$ cat config.mk
export PLATFORM = sky130hd
export DESIGN_NAME = jtframe_sdram_arb
export DESIGN_NICKNAME = d
export VERILOG_FILES = /design/src/rtl/jtframe_arb_pkg.sv /design/src/rtl/jtframe_rr_pick.sv /design/src/rtl/jtframe_sdram_arb.sv
export SDC_FILE = /design/constraint.sdc
export NUM_CORES = 1
export LEC_CHECK = 0
export CORE_ASPECT_RATIO = 0.7
export CORE_MARGIN = 2
export CORE_UTILIZATION = 45
export CTS_CLUSTER_DIAMETER = 100
export CTS_CLUSTER_SIZE = 40
export DETAILED_ROUTE_END_ITERATION = 16
export HOLD_SLACK_MARGIN = 0.03
export PLACE_DENSITY = 0.82
export SLEW_MARGIN = 20
export SYNTH_ARGS = -nofsm -noshare
export SYNTH_HDL_FRONTEND = slang
export SYNTH_SLANG_ARGS = --single-unit
$ cat constraint.sdc
create_clock -name clk_sys -period 9.15 [get_ports clk_sys]
set_clock_uncertainty 0.2 [all_clocks]
set_input_delay 0.915 -clock clk_sys [delete_from_list [all_inputs] [get_ports clk_sys]]
set_output_delay 0.915 -clock clk_sys [all_outputs]
set_load 0.005 [all_outputs]
$ cat src/rtl/jtframe_arb_pkg.sv
// Shared types and helpers for the SDRAM ROM-port arbiter and its grant picker.
package jtframe_arb_pkg;

    typedef enum logic [1:0] {
        ST_IDLE = 2'd0,
        ST_REQ  = 2'd1,
        ST_WAIT = 2'd2
    } arb_state_t;

    localparam int MAX_SLOTS = 8;

    // Width of a slot index; never below one bit so two-slot builds still work.
    function automatic int idx_w(input int n);
        return (n <= 2) ? 1 : $clog2(n);
    endfunction

endpackage

$ cat src/rtl/jtframe_rr_pick.sv
// Combinational grant picker: slot 0 always wins, slots 1..SLOTS-1 rotate after rr.
module jtframe_rr_pick
    import jtframe_arb_pkg::*;
#(
    parameter int SLOTS = 4,
    parameter int IW    = idx_w(SLOTS)
) (
    input  logic [SLOTS-1:0] pending,
    input  logic [IW-1:0]    rr,
    output logic [SLOTS-1:0] grant,
    output logic [IW-1:0]    grant_idx
);

    logic found;
    int   c;

    always_comb begin
        grant     = '0;
        grant_idx = '0;
        found     = 1'b0;
        c         = 0;
        if (pending[0]) begin
            grant[0] = 1'b1;
            found    = 1'b1;
        end else begin
            // Walk rr+1, rr+2, ... wrapping from SLOTS-1 back to 1, skipping slot 0.
            for (int k = 0; k < SLOTS - 1; k++) begin
                c = int'(rr) + 1 + k;
                if (c > SLOTS - 1) c = c - (SLOTS - 1);
                if (!found && pending[IW'(c)]) begin
                    grant[IW'(c)] = 1'b1;
                    grant_idx     = IW'(c);
                    found         = 1'b1;
                end
            end
        end
    end

endmodule

$ cat src/rtl/jtframe_sdram_arb.sv
// Shares the game-side SDRAM read port among ROM slots, each with a one-word
// last-address cache; quiesces and flushes during ROM download.
module jtframe_sdram_arb
    import jtframe_arb_pkg::*;
#(
    parameter int SLOTS = 4,
    parameter int AW    = 22
) (
    input  logic                clk_sys,
    input  logic                RESET,
    input  logic                loop_rst,
    input  logic                downloading,
    input  logic [SLOTS-1:0]    slot_cs,
    input  logic [SLOTS*AW-1:0] slot_addr,
    output logic [SLOTS-1:0]    slot_ok,
    output logic [SLOTS*32-1:0] slot_dout,
    output logic                sdram_req,
    output logic [AW-1:0]       sdram_addr,
    input  logic                sdram_ack,
    input  logic                data_rdy,
    input  logic [31:0]         data_read,
    output logic                refresh_en,
    output arb_state_t          st_dbg
);

    localparam int IW = idx_w(SLOTS);

    // Handshake: sdram_req is a level held with a stable sdram_addr until the
    // cycle sdram_ack pulses (inclusive); data_rdy then pulses once with
    // data_read valid. data_rdy outside a fetch is ignored.

    arb_state_t     state_q, state_d;
    logic [IW-1:0]  cur_q, cur_d;
    logic [IW-1:0]  rr_q, rr_d;
    logic [AW-1:0]  addr_q, addr_d;
    logic [SLOTS-1:0] valid_q, valid_d;
    logic [AW-1:0]  tag_q  [SLOTS];
    logic [AW-1:0]  tag_d  [SLOTS];
    logic [31:0]    dout_q [SLOTS];
    logic [31:0]    dout_d [SLOTS];

    logic [AW-1:0]    addr_a [SLOTS];
    logic [SLOTS-1:0] hit, pending, grant;
    logic [IW-1:0]    grant_idx;
    logic [AW-1:0]    grant_addr;
    logic             busy;

    for (genvar g = 0; g < SLOTS; g++) begin : g_slot
        assign addr_a[g]             = slot_addr[g*AW +: AW];
        assign slot_dout[g*32 +: 32] = dout_q[g];
    end

    assign busy = (state_q != ST_IDLE);

    always_comb begin
        hit     = '0;
        pending = '0;
        for (int i = 0; i < SLOTS; i++) begin
            hit[i]     = valid_q[i] && (tag_q[i] == addr_a[i]);
            pending[i] = slot_cs[i] && !hit[i] && !(busy && cur_q == IW'(i));
        end
    end

    jtframe_rr_pick #(
        .SLOTS     (SLOTS),
        .IW        (IW)
    ) u_pick (
        .pending   (pending),
        .rr        (rr_q),
        .grant     (grant),
        .grant_idx (grant_idx)
    );

    always_comb begin
        grant_addr = '0;
        for (int i = 0; i < SLOTS; i++)
            if (grant[i]) grant_addr = addr_a[i];
    end

    always_ff @(posedge clk_sys or posedge RESET) begin
        if (RESET) begin
            state_q <= ST_IDLE;
            cur_q   <= '0;
            rr_q    <= IW'(SLOTS - 1);
            addr_q  <= '0;
            valid_q <= '0;
            for (int i = 0; i < SLOTS; i++) begin
                tag_q[i]  <= '0;
                dout_q[i] <= '0;
            end
        end else if (loop_rst) begin
            state_q <= ST_IDLE;
            cur_q   <= '0;
            rr_q    <= IW'(SLOTS - 1);
            addr_q  <= '0;
            valid_q <= '0;
            for (int i = 0; i < SLOTS; i++) begin
                tag_q[i]  <= '0;
                dout_q[i] <= '0;
            end
        end else begin
            state_q <= state_d;
            cur_q   <= cur_d;
            rr_q    <= rr_d;
            addr_q  <= addr_d;
            valid_q <= valid_d;
            for (int i = 0; i < SLOTS; i++) begin
                tag_q[i]  <= tag_d[i];
                dout_q[i] <= dout_d[i];
            end
        end
    end

    always_comb begin
        state_d = state_q;
        cur_d   = cur_q;
        rr_d    = rr_q;
        addr_d  = addr_q;
        valid_d = valid_q;
        for (int i = 0; i < SLOTS; i++) begin
            tag_d[i]  = tag_q[i];
            dout_d[i] = dout_q[i];
        end
        if (downloading) begin
            state_d = ST_IDLE;
            valid_d = '0;
        end else begin
            case (state_q)
                ST_IDLE: begin
                    if (|pending) begin
                        cur_d   = grant_idx;
                        addr_d  = grant_addr;
                        if (!grant[0]) rr_d = grant_idx;
                        state_d = ST_REQ;
                    end
                end
                ST_REQ: begin
                    if (sdram_ack) state_d = data_rdy ? ST_IDLE : ST_WAIT;
                end
                ST_WAIT: begin
                    if (data_rdy) state_d = ST_IDLE;
                end
                default: state_d = ST_IDLE;
            endcase
            // The tag is the address latched at grant, so a slot that moved
            // mid-fetch misses and gets re-requested.
            if (data_rdy && ((state_q == ST_WAIT) || (state_q == ST_REQ && sdram_ack))) begin
                valid_d[cur_q] = 1'b1;
                tag_d[cur_q]   = addr_q;
                dout_d[cur_q]  = data_read;
            end
        end
    end

    always_comb begin
        sdram_req  = (state_q == ST_REQ);
        sdram_addr = addr_q;
        refresh_en = ((state_q == ST_IDLE) && !(|pending)) || downloading;
        slot_ok    = slot_cs & hit;
        st_dbg     = state_q;
    end

endmodule

# ---- Word level (Yosys, flattened, before mapping)
# Cells that the tools add are included.
dict set report word_totals {
  word_cells 179
  reg_bits 248
  inputBits 130
}
dict set report op_classes {
  n_lt_le_gt_ge 13
  mux 77
  addsub 6
  n_reduce_logical 51
  n_bitwise 5
  n_eq_ne 14
}
# operator n
set op_table {}
lappend op_table {{two-way mux 128 bit} 3}
lappend op_table {{two-way mux 88 bit} 3}
lappend op_table {{two-way mux 22 bit} 9}
lappend op_table {{bitwise mux 128 bit} 1}
lappend op_table {{bitwise mux 88 bit} 1}
lappend op_table {{equality test 22 bit} 4}
lappend op_table {{demux 32 bit (select 2 bit)} 1}
lappend op_table {{> comparator 32 x 3 -> 1 bit, second input constant} 2}
lappend op_table {{two-way mux 2 bit} 25}
lappend op_table {{demux 22 bit (select 2 bit)} 1}
lappend op_table {{two-way mux 32 bit} 1}
lappend op_table {{two-way mux 4 bit} 8}
lappend op_table {{logical AND 1 bit} 26}
lappend op_table {{two-way mux 1 bit} 15}
lappend op_table {{less-than comparator 2 x 4 -> 1 bit, second input constant} 3}
lappend op_table {{bitwise OR 4 bit} 3}
lappend op_table {{logical NOT 1 bit} 11}
lappend op_table {{demux 1 bit (select 2 bit)} 4}
lappend op_table {{greater-or-equal comparator 2 x 1 -> 1 bit, second input constant} 4}
lappend op_table {{inequality test 4 x 3 -> 1 bit, second input constant} 2}
lappend op_table {{nonzero test 2 bit} 4}
lappend op_table {{binary-select mux 1 bit (select 2 bit)} 3}
lappend op_table {{equality test 2 bit, second input constant} 3}
lappend op_table {{one-hot mux 2 bit (3 select lines)} 1}
lappend op_table {{other kinds (22)} 28}

# ---- Longest topological paths before layout
# Gate-level depths: netlist of the first run.
dict set report depth {
  depth_word 27
  depth_mapped 12
  mapped_depth_nobuf 10
}

# ---- Hierarchy
# A second synthesis of the first run with hierarchy kept.
dict set report hier_totals {
  cells_unflattened 1359
  hier_area_um2 11822.6
}
# module area_per_inst_um2 cells_each instances
set modules_own_cells {}
lappend modules_own_cells {jtframe_sdram_arb 11454.7 1320 1}
lappend modules_own_cells {jtframe_rr_pick 367.9 39 1}

# ---- Worst setup path after synthesis of the first run
# OpenSTA, ideal clock, no wires.
dict set report synth_path {
  path_type {input-to-reg}
  start {input port slot_addr[1]}
  end {register addr_q[10], in the netlist sdram_addr[10]}
  setup_ns 0.123
  setup_slack_ns 5.361
  t_arrival_ns 3.466
  cell_stages 11
  cell_sequence {xnor2_1 > nand4_1 > or4_4 > o21ba_1 > buf_6 > mux4_2 > o32ai_4 > and3_2 > buf_6 > a211oi_1 > o221a_2}
}
dict set report synth_via {
  elab_chain_len 26
  elab_cells_between_ends 42
}
# element line_no
set synth_rtl {}
lappend synth_rtl {{start, declared} jtframe_sdram_arb.sv:14} ;# input logic [SLOTS*AW-1:0] slot_addr,
lappend synth_rtl {{equality test 22 bit (*)} jtframe_sdram_arb.sv:59} ;# hit[i] = valid_q[i] && (tag_q[i] == addr_a[i]);
lappend synth_rtl {{logical AND 1 bit (*)} jtframe_sdram_arb.sv:59}
lappend synth_rtl {{logical NOT 1 bit (*)} jtframe_sdram_arb.sv:60} ;# pending[i] = slot_cs[i] && !hit[i] && !(busy && cur_q == IW'(i));
lappend synth_rtl {{logical AND 1 bit (*) (2 in a row)} jtframe_sdram_arb.sv:60}
lappend synth_rtl {{binary-select mux 1 bit (select 2 bit)} jtframe_rr_pick.sv:30} ;# if (!found && pending[IW'(c)]) begin
lappend synth_rtl {{two-way mux 1 bit (implied by the code) (2 in a row)} jtframe_rr_pick.sv:30}
lappend synth_rtl {{two-way mux 1 bit} jtframe_rr_pick.sv:30}
lappend synth_rtl {{two-way mux 1 bit} jtframe_rr_pick.sv:22} ;# if (pending[0]) begin
lappend synth_rtl {{(+5 left out)} --}
lappend synth_rtl {{logical AND 1 bit} jtframe_rr_pick.sv:30}
lappend synth_rtl {{two-way mux 4 bit} jtframe_rr_pick.sv:30}
lappend synth_rtl {{two-way mux 1 bit} jtframe_rr_pick.sv:22}
lappend synth_rtl {{two-way mux 22 bit (4 in a row)} jtframe_sdram_arb.sv:77} ;# if (grant[i]) grant_addr = addr_a[i];
lappend synth_rtl {{two-way mux 22 bit} jtframe_sdram_arb.sv:130} ;# if (|pending) begin
lappend synth_rtl {{two-way mux 22 bit} jtframe_sdram_arb.sv:128} ;# case (state_q)
lappend synth_rtl {{two-way mux 22 bit} jtframe_sdram_arb.sv:124} ;# if (downloading) begin
lappend synth_rtl {{two-way mux 22 bit} jtframe_sdram_arb.sv:91} ;# end else if (loop_rst) begin
lappend synth_rtl {{end signal, assigned} jtframe_sdram_arb.sv:105} ;# addr_q <= addr_d;
lappend synth_rtl {{end, declared} jtframe_sdram_arb.sv:35} ;# logic [AW-1:0] addr_q, addr_d;
# Every way passes the cells marked *; elsewhere a longest branch is shown, timed or not. The select of a mux whose other input is x is not followed.
# A chain may end at the register's enable or synchronous reset.

# ---- Worst setup path after layout of the first run
dict set report layout_path {
  start {input port slot_addr[2]}
  end {output port refresh_en}
}
dict set report layout_via {
  elab_chain_len 9
}
# element line_no
set layout_rtl {}
lappend layout_rtl {{equality test 22 bit} jtframe_sdram_arb.sv:59}
lappend layout_rtl {{logical AND 1 bit} jtframe_sdram_arb.sv:59}
lappend layout_rtl {{logical NOT 1 bit} jtframe_sdram_arb.sv:60}
lappend layout_rtl {{logical AND 1 bit (2 in a row)} jtframe_sdram_arb.sv:60}
lappend layout_rtl {{OR reduction 4 bit} jtframe_sdram_arb.sv:158} ;# refresh_en = ((state_q == ST_IDLE) && !(|pending)) || downloading;
lappend layout_rtl {{logical NOT 1 bit} jtframe_sdram_arb.sv:158}
lappend layout_rtl {{logical AND 1 bit} jtframe_sdram_arb.sv:158}
lappend layout_rtl {{logical OR 1 bit} jtframe_sdram_arb.sv:158}
lappend layout_rtl {{end, declared} jtframe_sdram_arb.sv:22} ;# output logic refresh_en,
# No other way between the ends.

==> summary.md, run 1 <==
| Metric | Value |
|---|---|
| Storage element area | `approximately 0.0062 mm^2` |
| Syn avg cell area | `between 8 and 9 um^2` |
| RSZ-0062 raised after global routing | `false` |
| Syn. warnings | `0` |
| # rows | `roughly 50` |
| Slew Limit Fails | `0` |
| Grt ovf | `0` |
| FF+latch count, synth | `roughly 250` |
| Maximum VDD drop | `0.103 mV` |
| Hold Fails Final Rpt | `0` |
| Share of layout cells above drive strength 1 | `about 4.7%` |
| Post-route ant nets | `0` |
| Initial core utilization | `a little under half` |
| Max-cap violations | `0` |
| Hold Buf Count CTS | `0` |
| Synth Instances | `between 1000 and 1500` |
| Largest net degree at the start of global routing | `roughly 100` |
| WS Path Type | `in -> out` |
| Placed Cells | `1940` |
| Least-Margin Pin Slew | `1140 ps` |
| Fin nets | `~1700` |
| Critical Path RT | `8040 ps` |
| Reg-to-reg slack, setup | `around 4700 ps` |
| Commonest non-fill, non-tap cell in the layout | `nand2_1` |
| Root Buffer | `clkbuf_16` |
| Worst slack at placement | `around 3500 ps` |
| CP Data Arrival Time | `4560 ps` |
| Reg2Reg Depth | `10` |
| Area of the multi-input gates | `about 0.0053 mm^2` |
| Worst-skew pair later-pin latency | `500 ps` |
| Vias | `~11000` |
| Core area | `0.0259 mm^2` |
| Die H | `around 140 um` |
| Post-route setup TNS | `0 ps` |
| Via density | `5.71` |
| Vias in the first global route | `10900` |
| DR WL/cell | `around 22 um` |
| CTS tree | `built` |
| Final worst path period need | `5670 ps` |
| Setup Buffers After CTS | `0` |
| Routability cong. | `just under 1` |
| Synth async-reset ratio | `100%` |
| HP Class | `reg -> reg` |
| Sequential-to-total area share from yosys stat | `about half` |
| Fin Hold WS | `between 300 and 400 ps` |
| HP Start | `slot_dout[120]` |
| Fillers | `around 2300` |
| DP HPWL | `approximately 30000 um` |
| Post-CTS sizing | `0` |
| Reg2reg end | `sdram_addr[2]` |
| Synthesized Nets | `1501` |
| Hold path depth | `2` |
| Inserted Clock Buffers | `10` |
| Hold endpoint | `slot_dout[120]` |
| Die X | `about 200 um` |
| Clk pin slew, worst setup/hold paths | `140 ps` |
| Total power draw | `a little over 2 mW` |
| Max-slew headroom | `between 20% and 30%` |
| Post-synth EDFFs | `0` |
| Crit path capture type | `output pin` |
| Worst-path maximum fanout | `34` |
| First drt pass iteration count | `6` |
| Fmax | `between 0.15 and 0.2 GHz` |
| CP startpoint kind | `input port` |
| Port buffer count | `287` |
| Final period util | `between 60% and 70%` |
| Setup violations, final | `0` |
| Die Area | `between 0.02 and 0.03 mm^2` |
| Syn-to-layout area delta | `28.8%` |
| Synth Flop Type | `dfrtp_1` |
| First-pass GRT wire length | `about 64000 um` |
| Clock Path Buffers | `3` |
| # DRC | `0` |
| Reg-to-reg critical path startpoint | `tag_q[68]` |
| GRT Total Usage | `30.1%` |
| Finished Layout Cells | `between 1500 and 2000` |
| Yosys cell types | `58` |
| Cell Area, Synth | `between 0.01 and 0.015 mm^2` |
| Setup WS post-layout | `roughly 3500 ps` |
| Status | `completed` |
| Num Clock Sinks | `roughly 250` |
| CTS H-tree depth | `1` |
| Commonest non-fill, non-tap cells in the layout | `nand2_1, clkdlybuf4s50_1, dfrtp_1, a21oi_1, xnor2_1` |
| Post-Route WL | `between 40000 and 50000 um` |
| Ports | `288` |
| 1st-iter DRT viols | `between 1000 and 1500` |
| Power per cell area | `around 130 mW/mm^2` |
| Initial antenna violation count | `3` |
| Pleak | `6.18 nW` |
[critical path: stages]
cell             delay (ps)
clkdlybuf4s50_1         440
xnor2_1                 320
nand4_1                 200
or4_4                   600
o21ba_2                 560
nor4_1                  770
a21o_1                  230
clkdlybuf4s50_1         500
[cells in the mapped netlist, drive strengths merged (4+ instances only)]
| master | number | area [um^2] |
|---|---|---|
| nor2 | 56 | 210 |
| mux2i | 25 | 250 |
| nor2b | 4 | 25.0 |
| o21ai | 7 | 35.0 |
| xnor2 | 62 | 543 |
| nor3 | 6 | 30.0 |
| a211oi | 19 | 143 |
| xor2 | 26 | 228 |
| nand3 | 4 | 20.0 |
| and2 | 4 | 25.0 |
| o221a | 17 | 191 |
| a21oi | 235 | 1180 |
| o211a | 5 | 50.1 |
| buf | 7 | 68.8 |
| clkbuf | 81 | 304 |
| and3 | 4 | 26.3 |
| ha | 4 | 50.1 |
| inv | 32 | 120 |
| dfrtp | 246 | 6160 |
| nand4 | 16 | 100 |
| nand2 | 451 | 1700 |
| nor4 | 16 | 100 |
| or4 | 4 | 33.8 |
[final cells by class]
cell class / count / share of cell area, %
flip-flops and latches: 248 / 40.2
clock inverters: 3 / 0.267
well taps: 357 / 2.89
clock buffers: 11 / 1.78
inverters: 32 / 0.826
multi-input cells: 999 / 34.6
repair buffers: 304 / 19.5
diodes: 2 / 0.0324
[logic make-up (layout without fill, tap and decap cells)]
kind of cell,Yosys count,in the layout,share of synthesized area (%)
DFF,248,248,51.8
other,0,2,0
muxes,27,27,2.37
AOI/OAI and AO/OA,304,304,15.2
buffers and inverters,120,350,4.11
adders and majority gates,4,4,0.417
xor gates and xnor gates,88,88,6.43
and+or+nand+nor,576,576,19.7
[per-stage QoR]
stage	cell area (um^2)	utilization, %
after CTS	15400	59.5
after detailed placement	15100	58.3
final	15500	59.6
after floorplan	12000	-
after global routing	15500	59.6
after global placement	15100	58.3
[power breakdown]
part | internal (mW) | switching (mW) | leakage, nW | total, mW
Clock | 0.228 | 0.358 | 0.154 | 0.586
Combinational | 0.134 | 0.173 | 2.59 | 0.307
Sequential | 1.11 | 0.0365 | 3.44 | 1.15
Total | 1.47 | 0.568 | 6.18 | 2.04
[sequential cells by signal, indices dropped and copies added (netlist names)]
signal,cells
slot_dout,128
tag_q,88
sdram_addr,22
valid_q,4
cur_q,2
rr_q,2
st_dbg,2
[how the worst max path moves through the flow]
stage | start | to | slack [ps] | cells past startpoint
2_1_floorplan | RESET | cur_q[0] | 1220 | 1
3_3_place_gp | slot_addr[2] | refresh_en | 3540 | 8
3_5_place_dp | slot_addr[2] | refresh_en | 3530 | 8
4_1_cts | slot_addr[2] | refresh_en | 3520 | 8
5_1_grt | slot_addr[2] | refresh_en | 3380 | 8
6_report | slot_addr[2] | refresh_en | 3480 | 8
[per-layer routing]
layer  vias up  global-route usage, %  wire [um]
li1       4989                      -          -
met1      5449                   43.4      18100
met2       663                   43.1      17700
met3        62                   11.0       5550
met4         2                   7.11        813
met5         -                      0         11
(Power assumes the default switching activity.)
==> run 2, diff against run 1 <==
Settings changed: PLACE_DENSITY 0.82 to 0.84.
Clock period 9.15 ns to 4.7 ns, I/O delays scaled along.
==> run 2 against run 1 <==
Sequential share of layout area fell by 0.46 points. Setup slack got worse by 3100 ps. Routed wire length rose by 1.4%. Via count rose by 0.29%. Utilization rose by 0.69 points. Global-route usage barely moved. Clock power rose by 95%. Power rose by 96%. Worst hold slack got worse by 50 ps. Non-clock buffer count rose by 17. Highest routed layer is now met4. Largest cell class unchanged. Combinational power rose by 100%. Clock-buffer cell count did not move.
==> summary.md, run 2 (synthesized netlist as in run 1, its figures left out) <==
| Metric | Value |
|---|---|
| Status | `completed` |
| Max-cap violations | `0 (unchanged)` |
| Commonest non-fill, non-tap cells in the layout | `nand2_1, clkdlybuf4s50_1, dfrtp_1, a21oi_1, xnor2_1` |
| Num Clock Sinks | `248 (unchanged)` |
| Initial antenna violation count | `0 (-3)` |
| Setup Buffers After CTS | `0 (unchanged)` |
| Share of layout cells above drive strength 1 | `5.70% (+1.0 points)` |
| Least-Margin Pin Slew | `922 ps (-218 ps)` |
| Post-CTS sizing | `0 (unchanged)` |
| First drt pass iteration count | `9 (+3)` |
| DR WL/cell | `21.7 um (+0.66%)` |
| Fin nets | `1746 (+0.98%)` |
| Post-route setup TNS | `0 ps (unchanged)` |
| Final worst path period need | `4310 ps` |
| Reg-to-reg critical path startpoint | `tag_q[68]` |
| Final period util | `between 90% and 100%` |
| DP HPWL | `30300 um (-0.20%)` |
| Worst-path maximum fanout | `8 (-76%)` |
| HP Class | `in -> async` |
| # rows | `49 (unchanged)` |
| Core area | `0.0259 mm^2 (unchanged)` |
| RSZ-0062 raised after global routing | `false` |
| Die H | `141 um (unchanged)` |
| Max reg flops | `128 (unchanged)` |
| Vias in the first global route | `10900 (-0.58%)` |
| Fillers | `2202 (-3.0%)` |
| Pleak | `6.28 nW (+1.6%)` |
| CTS tree | `built` |
| Post-route ant nets | `0 (unchanged)` |
| Placed instance area | `0.0153 mm^2 (+1.2%)` |
| CP Data Arrival Time | `3640 ps (-920 ps)` |
| CP startpoint kind | `input port` |
| Routability cong. | `0.974 (-0.88%)` |
| Setup WS post-layout | `388 ps (-3090 ps)` |
| GRT Total Usage | `30.1% (+0.038 points)` |
| Hold Buf Count CTS | `0 (unchanged)` |
| Maximum VDD drop | `0.247 mV (+140%)` |
| Fin Hold WS | `279 ps (-50.0 ps)` |
| First-pass GRT wire length | `64200 um (about the same)` |
| Worst-skew pair later-pin latency | `510 ps (about the same)` |
| Met1 Track Usage GR | `43.5% (+0.15 points)` |
| Initial core utilization | `46.2% (unchanged)` |
| Reg2reg end | `sdram_addr[14]` |
| Die Area | `0.0280 mm^2 (unchanged)` |
| Setup violations, final | `0 (unchanged)` |
| Commonest non-fill, non-tap cell in the layout | `nand2_1` |
| Reg-to-reg slack, setup | `770 ps (-3950 ps)` |
| Clock Path Buffers | `3 (unchanged)` |
| # DRC | `0 (unchanged)` |
| Inserted Clock Buffers | `10 (unchanged)` |
| Fmax | `~0.23 GHz` |
| Reg2Reg Depth | `11 (+1)` |
| Crit path capture type | `output pin` |
| Die X | `199 um (unchanged)` |
| Grt ovf | `0 (unchanged)` |
| Fin area | `0.0156 mm^2 (+1.1%)` |
| Port buffer count | `287 (unchanged)` |
| Critical Path RT | `4030 ps (-4010 ps)` |
| Ports | `288 (unchanged)` |
| Syn-to-layout area delta | `30.3%` |
| 1st-iter DRT viols | `1180 (-2.6%)` |
| Worst slack at placement | `226 ps (-3300 ps)` |
| Placed Cells | `1957 (+0.88%)` |
| Clk pin slew, worst setup/hold paths | `150 ps (about the same)` |
| Post-Route WL | `42800 um (+1.4%)` |
| Finished Layout Cells | `1971 (+0.77%)` |
| Max-slew headroom | `38.5% (+15 points)` |
| WS Path Type | `in -> out` |
| Vias | `11200 (+0.29%)` |
| Slew Limit Fails | `0 (unchanged)` |
| Diodes inserted | `0 (-2)` |
| CTS H-tree depth | `1 (unchanged)` |
| Power per cell area | `256 mW/mm^2 (+94%)` |
| Hold Fails Final Rpt | `0 (unchanged)` |
| Via density | `5.68 (-0.48%)` |
| Largest net degree at the start of global routing | `156 (+51%)` |
| Busiest grt layer | `met1` |
| Met3 usage | `11.1% (+0.14 points)` |
| Core Util, Final | `60.3% (+0.69 points)` |
| Total power draw | `4.00 mW (+96%)` |
| Met2 capacity usage during global routing | `43.1% (-0.073 points)` |
| Root Buffer | `clkbuf_16` |
run 2: cell count changes in the layout (fill, tap and decap cells not counted), sizes merged:
| cell | before | now |
|---|---|---|
| diode | 2 | 0 |
| buf | 18 | 35 |
| inv | 33 | 32 |
| clkinvlp | 0 | 1 |
run 2: critical path, stage by stage:
cell,delay (ps)
clkdlybuf4s50_1,520
xnor2_1,330
nand4_1,210
or4_4,600
o21ba_2,300
nor4_1,360
buf_4,200
a21o_1,140
clkdlybuf4s50_1,510
run 2: layout make-up:
class | count | area, um^2 | area share, %
clock buffers | 11 | 275 | 1.76
well taps | 357 | 447 | 2.86
inverters | 32 | 124 | 0.793
flip-flops and latches | 248 | 6210 | 39.7
multi-input cells | 999 | 5340 | 34.2
clock inverters | 3 | 41.3 | 0.264
repair buffers | 321 | 3190 | 20.4
run 2: worst max path at each step:
stage                 startpoint  slack, ps              to
finish              slot_addr[2]        390      refresh_en
global route        slot_addr[2]        310      refresh_en
CTS                 slot_addr[2]        490      refresh_en
detailed placement  slot_addr[2]        230  sdram_addr[14]
global placement    slot_addr[2]        350  sdram_addr[14]
floorplan                  RESET        770        cur_q[0]
run 2: power breakdown:
part / switching, mW / internal, mW / total, mW
Clock: 0.699 / 0.443 / 1.14
Combinational: 0.346 / 0.278 / 0.624
Sequential: 0.0696 / 2.16 / 2.23
Total: 1.11 / 2.88 / 4.00
run 2: routing by layer:
metal  vias up  part of all wire [%]
met5         -                     0
li1       5022                     -
met2       666                    43
met4         0                   1.9
met3        58                    13
met1      5451                    42
==> run 3, diff against run 2 <==
Settings changed: CAP_MARGIN set to 20, CORE_MARGIN 2 to not set.
==> run 3 against run 2 <==
Clock-buffer cell count did not move. Global-route usage is 0.14 points higher. Clock power hardly changed. Critical path depth unchanged. Sequential power is essentially flat. Non-clock buffer count decreased by 9. Die area shrank 2.4%. Sequential share of layout area up 0.22 points. Routed wire length fell by 2.1%. Maximum frequency is 0.85% higher. Cell count down 0.36%. Cell area down 0.54%. Largest power group unchanged.
==> summary.md, run 3 (synthesized netlist as in run 1, its figures left out) <==
| Metric | Value |
|---|---|
| Status | `completed` |
| Post-CTS sizing | `0 (unchanged)` |
| Critical Path End | `refresh_en` |
| GRT Total Usage | `30.3% (+0.14 points)` |
| Clk pin slew, worst setup/hold paths | `140 ps (about the same)` |
| Commonest non-fill, non-tap cell in the layout | `nand2_1` |
| Crit-path leading delay family | `buffers and inverters` |
| Port buffer count | `287 (unchanged)` |
| DR WL/cell | `21.3 um (-1.8%)` |
| Worst-skew pair later-pin latency | `510 ps (about the same)` |
| Slowest stage cell on the critical path | `or4_4` |
| Post-Route WL | `41800 um (-2.1%)` |
| Combinational share of power | `15.3% (-0.3 points)` |
| Int Power | `2.87 mW (-0.36%)` |
| Setup violations, final | `0 (unchanged)` |
| # DRC | `0 (unchanged)` |
| Placed Cells | `1948 (-0.46%)` |
| CP dominant cell by count | `clkdlybuf4s50_1` |
| Reg2Reg Depth | `9 (-2)` |
| RSZ-0062 raised after global routing | `false` |
| CP cell instances | `clkdlybuf4s50_1 > xnor2_1 > nand4_1 > or4_4 > o21ba_2 > nor4_1 > buf_4 > a21o_1 > clkdlybuf4s50_1` |
| Least-Margin Pin Slew | `1160 ps (+242 ps)` |
| Final period util | `91.0% (-0.77 points)` |
| First-pass GRT wire length | `63500 um (-1.0%)` |
| Power per cell area | `257 mW/mm^2 (+0.33%)` |
| Grt ovf | `0 (unchanged)` |
| # rows | `49 (unchanged)` |
| Num Clock Sinks | `248 (unchanged)` |
| Post-route ant nets | `0 (unchanged)` |
| Buf/Inv on CP | `3 (unchanged)` |
| Worst-path maximum fanout | `8 (unchanged)` |
| Final worst path period need | `4280 ps (-36.3 ps)` |
| Net Sw Frac | `28.0% (+0.11 points)` |
| WS Path Type | `in -> out` |
| Core Util, Final | `59.9% (-0.33 points)` |
| First drt pass iteration count | `7 (-2)` |
| Via density | `5.70 (+0.27%)` |
| Inserted Clock Buffers | `10 (unchanged)` |
| Slew Limit Fails | `0 (unchanged)` |
| Post-route setup TNS | `0 ps (unchanged)` |
| CP startpoint kind | `input port` |
| Fmax | `0.234 GHz (+0.85%)` |
| Ports | `288 (unchanged)` |
| Commonest non-fill, non-tap cells in the layout | `nand2_1, clkdlybuf4s50_1, dfrtp_1, a21oi_1, xnor2_1` |
| Stages on the worst setup path | `9 (unchanged)` |
| DP HPWL | `29700 um (-2.1%)` |
| Max-cap violations | `0 (unchanged)` |
| Fin nets | `1737 (-0.52%)` |
| Pleak | `6.23 nW (-0.81%)` |
| Max reg flops | `128 (unchanged)` |
| Total power draw | `3.99 mW (-0.21%)` |
| Clock Path Buffers | `3 (unchanged)` |
| Critical Path RT | `4030 ps (about the same)` |
| HP Class | `in -> async` |
| Syn-to-layout area delta | `29.6%` |
| Reg-to-reg slack, setup | `740 ps (-30 ps)` |
| Max-slew headroom | `22.3% (-16 points)` |
| CTS tree | `built` |
| Finished Layout Cells | `1964 (-0.36%)` |
| Core area | `0.0259 mm^2 (unchanged)` |
| Vias in the first global route | `10700 (-1.3%)` |
| 1st-iter DRT viols | `1410 (+19%)` |
| Reg power frac | `55.8% (about the same)` |
| Share of layout cells above drive strength 1 | `5.17% (-0.53 points)` |
| Slowest cell delay on critical path | `610 ps (about the same)` |
| Crit path capture type | `output pin` |
| Root Buffer | `clkbuf_16` |
| P_sw | `1.12 mW (+0.16%)` |
| Hold Buf Count CTS | `0 (unchanged)` |
| Die H | `139 um (-1.4%)` |
| Initial core utilization | `46.2% (unchanged)` |
| Routability cong. | `1.03 (+5.6%)` |
| CTS H-tree depth | `1 (unchanged)` |
| Reg-to-reg critical path startpoint | `tag_q[68]` |
| Hold Fails Final Rpt | `0 (unchanged)` |
| Largest net degree at the start of global routing | `148 (-5.1%)` |
| Clock power share | `28.9% (+0.3 points)` |
| Initial antenna violation count | `2 (+2)` |
| Die X | `197 um (-1.0%)` |
| Die Area | `0.0273 mm^2 (-2.4%)` |
| Maximum VDD drop | `0.244 mV (-1.4%)` |
| Worst Setup SP | `slot_addr[2]` |
| Reg2reg end | `sdram_addr[6]` |
| Vias | `11200 (-0.089%)` |
| CP Data Arrival Time | `3610 ps (-30 ps)` |
| Setup Buffers After CTS | `0 (unchanged)` |
-- run 3: cell count changes in the layout (fill, tap and decap cells not counted), sizes merged --
cell,before,now
diode,0,2
buf,35,26
-- run 3: stage by stage --
stage | hold slack [ps] | setup slack [ps] | area [um^2]
after detailed placement | 314 | 316 | 15200
after global routing | 323 | 347 | 15500
after global placement | 309 | 403 | 15200
final | 264 | 425 | 15500
after CTS | 313 | 508 | 15500
after floorplan | 262 | 772 | 12000
-- run 3: worst min path at each step --
stage	start	end	slack [ps]	depth (start not counted)
4_1_cts	RESET	tag_q[19]	310	3
2_1_floorplan	valid_q[0]	valid_q[0]	260	2
5_1_grt	RESET	tag_q[19]	320	3
3_5_place_dp	slot_dout[91]	slot_dout[91]	310	2
3_3_place_gp	slot_dout[62]	slot_dout[62]	310	2
6_report	RESET	tag_q[19]	260	3
-- run 3: metal layers --
| layer | track usage, % | vias up | wire, um |
|---|---|---|---|
| li1 | - | 4998 | - |
| met1 | 44.6 | 5387 | 17900 |
| met2 | 42.6 | 722 | 17400 |
| met3 | 9.82 | 78 | 5410 |
| met4 | 7.43 | 2 | 1000 |
| met5 | 2.47 | - | 91 |
-- run 3: final cells by class --
class,count,area (um^2)
Multi-Input combinational cell,999,5340
Fill cell,2188,10400
Clock inverter,3,43.8
Inverter,32,124
Timing Repair Buffer,312,3100
Tap cell,357,447
Clock buffer,11,275
Sequential cell,248,6210
Antenna cell,2,5.00
-- run 3: power by group through the flow --
stage	sequential, mW	clock (mW)	combinational, mW
2_1_floorplan	2.24	0	0.293
3_3_place_gp	2.26	0	0.583
3_5_place_dp	2.26	0	0.592
4_1_cts	2.22	1.17	0.595
5_1_grt	2.23	1.24	0.645
6_report	2.23	1.15	0.609
-- run 3: tightest hold or removal path, delay by kind of cell --
family	cells	cell delay (ps)
buffers and inverters	3	960
